### src/rtl/wb_stage.sv
// Memory/writeback pipeline register and writeback mux; wb_* outputs appear one cycle after the memory-stage inputs.
// stall holds every field, flush inserts a bubble (flush wins); instret counts each retired instruction once.
module wb_stage #(
  parameter int DATA_W    = 32,
  parameter int INSTRET_W = 64
) (
  input  logic                 clk,
  input  logic                 rst,
  input  logic                 stall,
  input  logic                 flush,
  input  logic                 mem_valid,
  input  logic [DATA_W-1:0]    read_data,
  input  logic [DATA_W-1:0]    calculated_result,
  input  logic [DATA_W-1:0]    pc_plus4,
  input  logic [4:0]           rd_addr,
  input  logic                 reg_write,
  input  logic [1:0]           wb_sel,
  output logic                 wb_valid,
  output logic [4:0]           wb_rd,
  output logic                 wb_we,
  output logic [DATA_W-1:0]    wb_data,
  output logic [INSTRET_W-1:0] instret
);

  logic                 valid_q, valid_d;
  logic                 we_q, we_d;
  logic [4:0]           rd_q, rd_d;
  logic [1:0]           sel_q, sel_d;
  logic [DATA_W-1:0]    alu_q, alu_d;
  logic [DATA_W-1:0]    load_q, load_d;
  logic [DATA_W-1:0]    pc4_q, pc4_d;
  logic [INSTRET_W-1:0] instret_q, instret_d;
  logic                 retire;

  always_comb begin
    valid_d = valid_q;
    we_d    = we_q;
    rd_d    = rd_q;
    sel_d   = sel_q;
    alu_d   = alu_q;
    load_d  = load_q;
    pc4_d   = pc4_q;
    if (flush) begin
      // Data fields are left as they were; only the qualifiers are cleared.
      valid_d = 1'b0;
      we_d    = 1'b0;
    end else if (!stall) begin
      valid_d = mem_valid;
      we_d    = reg_write & mem_valid;
      rd_d    = rd_addr;
      sel_d   = wb_sel;
      alu_d   = calculated_result;
      load_d  = read_data;
      pc4_d   = pc_plus4;
    end
  end

  // The instruction in WB leaves unless held; a flush only drops the incoming one.
  assign retire    = valid_q & (~stall | flush);
  assign instret_d = instret_q + {{(INSTRET_W-1){1'b0}}, retire};

  always_ff @(posedge clk or negedge rst) begin
    if (!rst) begin
      valid_q   <= 1'b0;
      we_q      <= 1'b0;
      rd_q      <= '0;
      sel_q     <= '0;
      alu_q     <= '0;
      load_q    <= '0;
      pc4_q     <= '0;
      instret_q <= '0;
    end else begin
      valid_q   <= valid_d;
      we_q      <= we_d;
      rd_q      <= rd_d;
      sel_q     <= sel_d;
      alu_q     <= alu_d;
      load_q    <= load_d;
      pc4_q     <= pc4_d;
      instret_q <= instret_d;
    end
  end

  always_comb begin
    wb_data = '0;
    case (sel_q)
      2'b00:   wb_data = alu_q;
      2'b01:   wb_data = load_q;
      2'b10:   wb_data = pc4_q;
      default: wb_data = '0;
    endcase
  end

  // Held instructions keep writing so the forwarding path stays valid.
  assign wb_we    = valid_q & we_q & (rd_q != 5'd0);
  assign wb_valid = valid_q;
  assign wb_rd    = rd_q;
  assign instret  = instret_q;

endmodule

### config.mk
export PLATFORM = sky130hd
export DESIGN_NAME = wb_stage
export DESIGN_NICKNAME = d
export VERILOG_FILES = /design/src/rtl/wb_stage.sv
export SDC_FILE = /design/constraint.sdc
export NUM_CORES = 1
export LEC_CHECK = 0
export ABC_AREA = 1
export CAP_MARGIN = 30
export CELL_PAD_IN_SITES_DETAIL_PLACEMENT = 1
export CELL_PAD_IN_SITES_GLOBAL_PLACEMENT = 1
export CORE_ASPECT_RATIO = 1.75
export CORE_MARGIN = 5
export CORE_UTILIZATION = 32
export CTS_CLUSTER_DIAMETER = 80
export DETAILED_ROUTE_END_ITERATION = 10
export PLACE_DENSITY = 0.77
export SLEW_MARGIN = 10
export SYNTH_ARGS = -nofsm -noshare
export SYNTH_HDL_FRONTEND = slang
export SYNTH_SLANG_ARGS = --single-unit
### constraint.sdc
create_clock -name clk -period 1.8 [get_ports clk]
set_input_delay 0.45 -clock clk [delete_from_list [all_inputs] [get_ports clk]]
set_output_delay 0.45 -clock clk [all_outputs]
set_load 0.005 [all_outputs]
==> impl_metrics.yaml <==
clock_tree:
  cts_num_sinks: 169
  clkTransAtPathRegs_ns: 0.06
  insertion_delay_ns: 0.45
  cts_tree: "done"
  cts-root-buf: "clkbuf_16"
  cts.path.max_buffers: 2
  cts_buffers: 17
  cts.htree.levels: 4
drt:
  drt_wl_total_um: 34400
  ant_nets: 0
  wl_per_cell_um: 20.0
  dr.pass1.iters: 4
  drc: 0
  viasPerCell: 4.94
  vias: 8493
  drt_iter0_markers: 287
timing:
  drv_slew: 0
  fin_ws_ns: -0.341
  finalCriticalPeriod_ns: 2.14
  slew_headroom: 0.734
  skew_ns: 0.0103
  max_freq_mhz: 467
  rsz0062_at_grt: "yes"
  tightestPinTransition_ns: 0.397
  setup_violations: 54
  setup-tns-final_ns: -10.39
  hold_viol: 0
  timing.final.crit_share: 1.19
die:
  die_area_um2: 29100
  die_w_um: 131
  io_pins: 212
  start_util: 0.325
  die_h_um: 222
  num_rows: 77
  fp.coreArea_um2: 25200
final_layout:
  layout_common_cells: "nand2_1, dfrtp_1, clkdlybuf4s50_1, buf_4, inv_1"
  multi_input_area_um2: 4050
  final_core_util: 0.519
  final-seq-area_um2: 4280
  layout-drive-gt1-share: 0.294
  areaGrowthSynthToFinish_pct: 59.7
  finalInstanceArea_um2: 13100
  nets: 1503
  num-fill-cells: 2956
  final_common_cell: "nand2_1"
pwr:
  comb_power_share: 0.203
  clkPwrFrac: 0.374
  seq_power_share: 0.423
  leakagePower_nw: 6.44
  p_per_area_nw_per_um2: 781
  p_sw_frac: 0.274
  p_int_w: 0.00742
  switching_power_w: 0.00280
  vdd_ir_drop_max_mv: 0.639
yosys:
  yosys_warnings: 0
  ys_types: 24
  synth_cells: 1045
  seq_area_frac_synth: 0.516
  synth_seq_cells: 169
  synth_nets: 1156
  synth.avg_cell_area_um2: 7.85
  synth.cell_area_um2: 8200
worst_setup_path:
  critPathCaptureType: "output port"
  worstSetupPathType: "flop to output port"
  crit_required_ns: 1.35
  r2r-start: "wb_valid$_DFFE_PN0N_"
  arrival_ns: 1.69
  crit_path_max_fanout: 6
  setup.worst_path.start_class: "flop"
  crit_start: "sel_q[0]$_DFFE_PN0P_"
global_routing:
  antenna_found_initial: 1
  track_usage: 0.229
  grt_pass1_wl_um: 50200
  grt_max_degree: 48
  grt_overflow: 0
  grt_pass1_vias: 9279
flow_run:
  max-cap-violations: 0
status:
  violations: "negative setup slack"
  status: "complete, but fails checks"
placed_design:
  dp_hpwl_um: 23300
  dpl_cell_area_um2: 11200
  port_buffers: 211
  gpl.final_weighted_congestion: 0.940
worst_hold_path:
  hold_path.class: "input pin to async pin"
[state kept, by name, summed over array words and instances, names as in the netlist]
signal    flops
we_q          1
wb_rd         5
alu_q        32
instret      64
load_q       32
pc4_q        32
sel_q         2
wb_valid      1
[per-layer routing]
layer / routed length (um) / up-vias / track usage
met5: 0 / - / 0
met4: 2170 / 0 / 0.131
met3: 1750 / 93 / 0.0509
met2: 19500 / 278 / 0.432
met1: 10900 / 4175 / 0.217
li1: - / 3947 / -
[cells in the mapped netlist]
| cell | instances | area [um^2] |
|---|---|---|
| inv_2 | 1 | 3.75 |
| nor2_1 | 115 | 432 |
| clkinv_1 | 1 | 3.75 |
| dfrtp_1 | 169 | 4230 |
| xnor2_1 | 20 | 175 |
| inv_1 | 114 | 428 |
| nand2_4 | 2 | 22.5 |
| nor2_8 | 2 | 40.0 |
| xor2_1 | 11 | 96.3 |
| nand4_1 | 9 | 56.3 |
| o21ai_0 | 76 | 380 |
| o221ai_1 | 32 | 280 |
| buf_2 | 10 | 50.1 |
| o311ai_0 | 1 | 8.76 |
| clkbuf_1 | 21 | 78.8 |
| o21ai_1 | 14 | 70.1 |
| a32o_1 | 1 | 10.0 |
| ha_1 | 2 | 25.0 |
| nor2_2 | 6 | 37.5 |
| nor2_4 | 8 | 90.1 |
| nand2_2 | 16 | 100 |
| nand3b_1 | 4 | 30.0 |
| nand2_1 | 398 | 1490 |
| nand3_1 | 12 | 60.1 |
[power by group through the flow]
stage,logic (W),clock network [W],registers [W]
after floorplan,0.000642,0,0.00437
after CTS,0.00184,0.00391,0.00431
after global placement,0.00174,0,0.00439
after detailed placement,0.00178,0,0.00441
final,0.00207,0.00382,0.00433
after global routing,0.00225,0.00404,0.00436
[final cells by class]
class / count / share of cell area
diodes: 1 / 0.000191
clock buffers: 23 / 0.0365
clock inverters: 7 / 0.00889
inverters: 116 / 0.0340
multi-input cells: 729 / 0.309
flip-flops and latches: 169 / 0.327
well taps: 316 / 0.0302
repair buffers: 359 / 0.254
[stage by stage]
stage / setup WS (ns) / power (W) / hold WS (ns) / std cells
floorplan: 0.000748 / 0.00501 / 0.154 / 1045
global placement: -0.692 / 0.00613 / 0.343 / 1603
detailed placement: -0.780 / 0.00619 / 0.345 / 1603
CTS: -0.417 / 0.0101 / 0.436 / 1704
global route: -0.394 / 0.0106 / 0.460 / 1720
finish: -0.341 / 0.0102 / 0.447 / 1720
[cell families (layout without fill, tap and decap cells)]
kind of cell / after synthesis / in the layout / synth area share
and+or+nand+nor: 572 / 572 / 0.288
other: 0 / 1 / 0
DFF: 169 / 169 / 0.516
AOI/OAI and AO/OA: 124 / 124 / 0.0914
xor gates and xnor gates: 31 / 31 / 0.0331
buffers and inverters: 147 / 505 / 0.0688
adders and majority gates: 2 / 2 / 0.00305
[critical path, cell delays in order, from the launching register on]
cell and delay (ns):
dfrtp_2 0.45, nor2_4 0.17, buf_12 0.15, clkbuf_16 0.17, nand2_2 0.06, o221ai_2 0.07
buf_2 0.17
[repair_timing]
action / 4_1_cts / 5_1_grt
buffers inserted: 69 / 13
hold buffers: 1 / 0
endpoints found under the hold margin: 20 / 0
pin swaps: 22 / 37
resized for setup: 248 / 156
endpoints found under the setup margin: 154 / 92
gates cloned: 1 / 5
[final timing paths]
path                                               to  slack [ns]  depth (start not counted)
worst max-delay path                      wb_data[13]       -0.34                          6
worst min-delay path             pc4_q[8]$_DFFE_PN0P_        0.45                          2
worst max register to register  instret[60]$_DFF_PN0_       -0.13                         12
worst min register to register  alu_q[25]$_DFFE_PN0P_        0.48                          2
max in group asynchronous        sel_q[1]$_DFFE_PN0P_        0.71                          3
min in group clk                alu_q[25]$_DFFE_PN0P_        0.48                          2
No activity file was read; power rests on OpenSTA's default activity.
